===== src/rtl/serial_byte_receiver.sv =====
// serial_byte_receiver: framed serial-in / parallel-out receiver with valid/ready output,
// frame restart detection and sticky overrun flag.
module serial_byte_receiver #(
  parameter int WIDTH = 8,
  parameter int MSB_FIRST = 1
) (
  input  logic             clk,
  input  logic             rst_n,
  input  logic             s_valid,
  input  logic             s_data,
  input  logic             s_first,
  input  logic             hold,
  output logic [WIDTH-1:0] p_data,
  output logic             p_valid,
  input  logic             p_ready,
  output logic             frame_err,
  output logic             overrun,
  input  logic             clr_ovr
);
  localparam int CW = $clog2(WIDTH + 1);
  typedef enum logic {IDLE, SHIFT} state_t;
  state_t state;
  logic [CW-1:0] cnt;
  logic [WIDTH-1:0] sr, shifted, loaded;
  logic take, restart, advance, done;
  always_comb begin
    take    = s_valid & ~hold;
    restart = take & s_first;
    advance = take & ~s_first & (state == SHIFT);
    done    = advance & (cnt == CW'(WIDTH - 1));
    shifted = (MSB_FIRST != 0) ? {sr[WIDTH-2:0], s_data} : {s_data, sr[WIDTH-1:1]};
    loaded  = (MSB_FIRST != 0) ? {{(WIDTH-1){1'b0}}, s_data} : {s_data, {(WIDTH-1){1'b0}}};
  end
  // The completing word goes straight from the shift path into p_data, so no extra cycle.
  always_ff @(posedge clk or negedge rst_n) begin
    if (!rst_n) begin
      state     <= IDLE;
      cnt       <= '0;
      sr        <= '0;
      p_data    <= '0;
      p_valid   <= 1'b0;
      frame_err <= 1'b0;
      overrun   <= 1'b0;
    end else begin
      frame_err <= restart & (state == SHIFT);
      if (restart) begin
        sr    <= loaded;
        cnt   <= CW'(1);
        state <= SHIFT;
      end else if (advance) begin
        sr    <= shifted;
        cnt   <= cnt + CW'(1);
        state <= done ? IDLE : SHIFT;
      end
      if (done && (!p_valid || p_ready)) begin
        p_data  <= shifted;
        p_valid <= 1'b1;
      end else if (p_valid && p_ready) begin
        p_valid <= 1'b0;
      end
      if (done && p_valid && !p_ready) overrun <= 1'b1;
      else if (clr_ovr) overrun <= 1'b0;
    end
  end
endmodule


===== config.mk =====
export PLATFORM = sky130hd
export DESIGN_NAME = serial_byte_receiver
export DESIGN_NICKNAME = d
export VERILOG_FILES = /design/src/rtl/serial_byte_receiver.sv
export SDC_FILE = /design/constraint.sdc
export NUM_CORES = 1
export LEC_CHECK = 0
export CAP_MARGIN = 20
export CORE_MARGIN = 5
export CORE_UTILIZATION = 50
export DETAILED_ROUTE_END_ITERATION = 16
export DONT_BUFFER_PORTS = 1
export GPL_TIMING_DRIVEN = 1
export MAX_ROUTING_LAYER = met4
export SLEW_MARGIN = 20
export SYNTH_ARGS = -nofsm -noshare
export SYNTH_HDL_FRONTEND = slang
export SYNTH_SLANG_ARGS = --single-unit

===== constraint.sdc =====
create_clock -name clk -period 2.6 [get_ports clk]
set_input_delay 0.78 -clock clk [delete_from_list [all_inputs] [get_ports clk]]
set_output_delay 0.78 -clock clk [all_outputs]
set_load 0.01 [all_outputs]

# Word-level counts from Yosys, hierarchy flattened
# Index checks and enable logic that the tools add are counted.
[op_classes]
n_mux = 11
n_lt_le_gt_ge = 0
n_eq_ne = 1
addsub = 1
multipliers = 0
shifts = 0
reduce_logical = 10
n_bitwise = 8
n_div = 0
[op_table]
columns = ["op", "count"]
rows = [
  ["$mux W7", 2],
  ["$mux W4", 2],
  ["$mux W1", 7],
  ["$and A1 B1 Y1", 6],
  ["$reduce_bool A2 Y1", 3],
  ["$add A4 B1 Y4 const B", 1],
  ["$eq A4 B3 Y1 const B", 1],
  ["$logic_and A1 B1 Y1", 4],
  ["$logic_not A1 Y1", 2],
  ["$not A1 Y1", 2],
  ["$logic_or A1 B1 Y1", 1],
]
[totals]
n_memories = 0
ramBits = 0
register_bits = 23
output_inout_bits = 11
latch_bits = 0
mem_bits_ro = 0
inputBits = 8
wordCells = 38

# Logic depth before layout (Yosys ltp)
[depth]
ltp_word = 8
ltp_mapped = 4
ltp_nobuf = 4

# Worst setup path before layout
# Ideal clock, no wire load.
[synth_path]
kind = "input to register"
start = "in s_first"
end = "reg p_data[0]"
slack_ns = 0.738
n_path_buf = 0
arrival_time_ns = 1.737
required_time_ns = 2.475
setup_time_ns = 0.125
path_stages = 3
path_cell_list = "nand4bb_4 nor3b_4 mux2_2"
[synth_between]
elab_chain_cells = 5
[synth_rtl]
columns = ["item", "line_no", "rtl"]
rows = [
  ["start, declared", "11", "input logic s_first,"],
  ["$not A1 Y1", "29", "advance = take & ~s_first & (state == SHIFT);"],
  ["$and A1 B1 Y1 (2 in series)", "29", ""],
  ["$and A1 B1 Y1", "30", "done = advance & (cnt == CW'(WIDTH - 1));"],
  ["$logic_and A1 B1 Y1", "55", "if (done && (!p_valid || p_ready)) begin"],
  ["end signal, assigned", "56", "p_data <= shifted;"],
  ["end, declared", "13", "output logic [WIDTH-1:0] p_data,"],
]
# No other way between the ends.
# A chain may end at the register's enable or synchronous reset.

# Worst setup path after layout
[layout_path]
start = "reg cnt[0]"
end = "reg p_data[0]"
[layout_between]
elab_chain_cells = 3
[layout_rtl]
columns = ["item", "line_no", "rtl"]
rows = [
  ["start, declared", "23", "logic [CW-1:0] cnt;"],
  ["start signal, assigned", "52", "cnt <= cnt + CW'(1);"],
  ["$eq A4 B3 Y1", "30", ""],
  ["$and A1 B1 Y1", "30", ""],
  ["$logic_and A1 B1 Y1", "55", ""],
]
# No other way between the ends.

==> flow_metrics.py <==
metrics = {
    "synthesis": {
        "ys_ff_latch": 23,
        "ys_seq_area_frac": 0.608,
        "synth_most_common_cell": "dfrtp_1",
        "synth_common_cells": "dfrtp_1 (23), mux2_2 (9), a22o_1 (6)",
        "synth_top_cell_area_share": 0.608,
        "synth.area.top_cells": "dfrtp_1 (61%), mux2_2 (11%), a22o_1 (5.5%)",
        "ys.flop_type": "dfrtp_1",
        "yosys.area.top_type": "dfrtp_1",
        "synthArstFlopShare": 1.00,
        "avgSynthCellArea_um2": 14.1,
        "mappedNetlistNets": 76,
        "yosys_warnings": 0,
        "synth_area_um2": 947,
        "synth-edff-count": 0,
        "synth_cell_types": 24,
        "syn_inst": 67,
    },
    "clock_network": {
        "cts_tree": "yes",
        "htree_num_levels": 1,
        "cts_buffers": 3,
        "clock_sink_count": 23,
        "postCtsHoldBufs": 0,
        "clk_latency_ns": 0.30,
        "cts-root-buf": "clkbuf_4",
        "cts_resized": 0,
        "cts_setup_buffers": 0,
        "clk_path_buf_depth": 2,
        "clk_pin_slew_ns": 0.12,
    },
    "outcome": {
        "status": "finished, final reports clean",
    },
    "global_routing": {
        "grt_pass1_vias": 586,
        "grt_pass1_wl_um": 2700,
        "gr-total-overflow": 0,
        "grt_max_degree": 24,
        "antenna_found_initial": 0,
        "grt_usage": 0.136,
    },
    "sta": {
        "tightest_slew_ns": 0.683,
        "setup_viol": 0,
        "min_period_ns": 1.70,
        "finalCritPeriodShare": 0.652,
        "slew_violations": 0,
        "fmax_ghz": 0.590,
        "rsz0062_at_grt": "false",
        "clock_skew_ns": 0.00486,
        "tns_ns": 0,
        "slew_headroom": 0.542,
        "hold_viol": 0,
    },
    "critical_path": {
        "critPathKind": "reg -> reg",
        "r2r-end": "p_data[0]",
        "ff2ff_path_depth": 4,
        "end_kind": "register",
        "critPathLaunchType": "register",
        "slowest_stage": "nor3b_4",
        "path_cells": "ha_1 > nand3b_1 > nor3b_4 > mux2_2",
        "r2r_slack_ns": 0.90,
        "required_ns": 2.80,
        "cp_max_fo": 8,
        "slowest_delay_ns": 0.44,
        "arrival_ns": 1.89,
        "rr_startpoint": "cnt[0]",
    },
    "route": {
        "vias": 535,
        "drc_errors": 0,
        "drt_iter0_markers": 12,
        "vias_per_cell": 5.57,
        "detail_route.first_pass.iterations": 4,
        "ant_nets": 0,
        "wl_per_cell_um": 15.9,
        "wirelength_um": 1530,
    },
    "placed_design": {
        "post-place-cells": 92,
        "post_dp_cell_area_um2": 981,
        "numPortBuffers": 0,
        "routabilityCongestion": 0.727,
        "post-dp-hpwl_um": 1110,
    },
    "die": {
        "coreArea_mm2": 0.00176,
        "die_area_mm2": 0.00286,
        "pin_count": 19,
        "die_x_um": 53.5,
        "num_rows": 15,
        "initial_core_util": 0.537,
        "die_h_um": 53.5,
    },
    "cells_and_area": {
        "fin_area_mm2": 0.00101,
        "layout-drive-gt1-share": 0.239,
        "fin_cells": 96,
        "syn_to_final_growth_pct": 6.47,
        "nets": 81,
        "fin_util": 0.572,
        "diodes": 0,
        "nFillCells": 170,
    },
    "pwr": {
        "power.leakage_uw": 0.000468,
        "vdd_drop_max_v": 0.000446,
        "p_per_area_mw_per_mm2": 680,
    },
    "worst_hold_path": {
        "min_path_type": "in -> async",
    },
    "flow_run": {
        "cap_viol_max_count": 0,
    },
}
through the flow:
step           worst slack, ns  total power, µW  hold slack [ns]
6_report                 0.904              685            0.154
5_1_grt                  0.812              735            0.115
4_1_cts                  0.873              699            0.138
3_5_place_dp             0.585              539            0.485
3_3_place_gp             0.617              536            0.480
2_1_floorplan            0.738              515            0.460
power breakdown:
part / internal (µW) / switching, µW
logic: 49.3 / 33.2
registers: 402 / 44.4
clock network: 57.3 / 99.1
total: 509 / 177
flip-flops by register name, indices dropped and copies added (netlist names):
name / count
state: 1
p_data: 8
frame_err: 1
p_valid: 1
cnt: 4
sr: 7
overrun: 1
how the worst max path moves through the flow:
stage,start,slack [ns],to
floorplan,s_first,0.74,p_data[0]
global placement,s_first,0.62,p_data[1]
detailed placement,s_first,0.59,p_data[0]
CTS,cnt[0],0.87,p_data[0]
global route,cnt[0],0.81,p_data[2]
finish,cnt[0],0.90,p_data[0]
per-layer routing:
layer	routed length, µm	vias up	track usage
met2	678	15	0.188
met3	109	2	0.0366
li1	-	250	-
met1	727	268	0.182
met5	0	-	-
met4	13	0	0.0638
worst max-delay path: cells and delay by family, from the launching register on:
family / cells / cell delay (ns)
flip-flops: 1 / 0.41
multiplexers: 1 / 0.39
AND/OR/NAND/NOR: 2 / 0.60
adder cells (fa/ha/maj): 1 / 0.19
cell usage in the layout (no fill, tap or decap):
master / count
a21boi_0: 1
a22o_1: 6
a32o_1: 1
and3_1: 1
buf_4: 1
clkbuf_4: 3
clkinv_2: 1
dfrtp_1: 23
ha_1: 1
inv_1: 1
mux2_2: 9
mux2i_1: 1
nand2_1: 5
nand2b_1: 2
nand3_1: 1
nand3b_1: 2
nand4bb_4: 1
nor2b_1: 2
nor3b_4: 1
nor4bb_1: 1
o21ai_0: 2
o21ai_1: 1
o22ai_1: 1
or2_2: 1
or3_1: 1
xnor2_1: 1
layout make-up:
type / count / area, µm² / share of cell area
Sequential cell: 23 / 576 / 0.571
Multi-Input combinational cell: 42 / 363 / 0.360
Tap cell: 25 / 31.3 / 0.0310
Clock buffer: 3 / 22.5 / 0.0223
Timing Repair Buffer: 1 / 7.51 / 0.00744
Clock inverter: 1 / 5.00 / 0.00496
Inverter: 1 / 3.75 / 0.00372
cells by family (layout without fill, tap and decap cells):
kind of cell             count (synthesis)  count (layout)  synth area share
AO/OA/AOI/OAI                           12              12            0.0964
XOR/XNOR                                 1               1           0.00925
adder cells (fa/ha/maj)                  1               1            0.0132
buffers and inverters                    2               6           0.00924
flip-flops                              23              23             0.608
multiplexers                            10              10             0.118
AND/OR/NAND/NOR                         18              18             0.147
No activity file was read; power rests on OpenSTA's default activity.
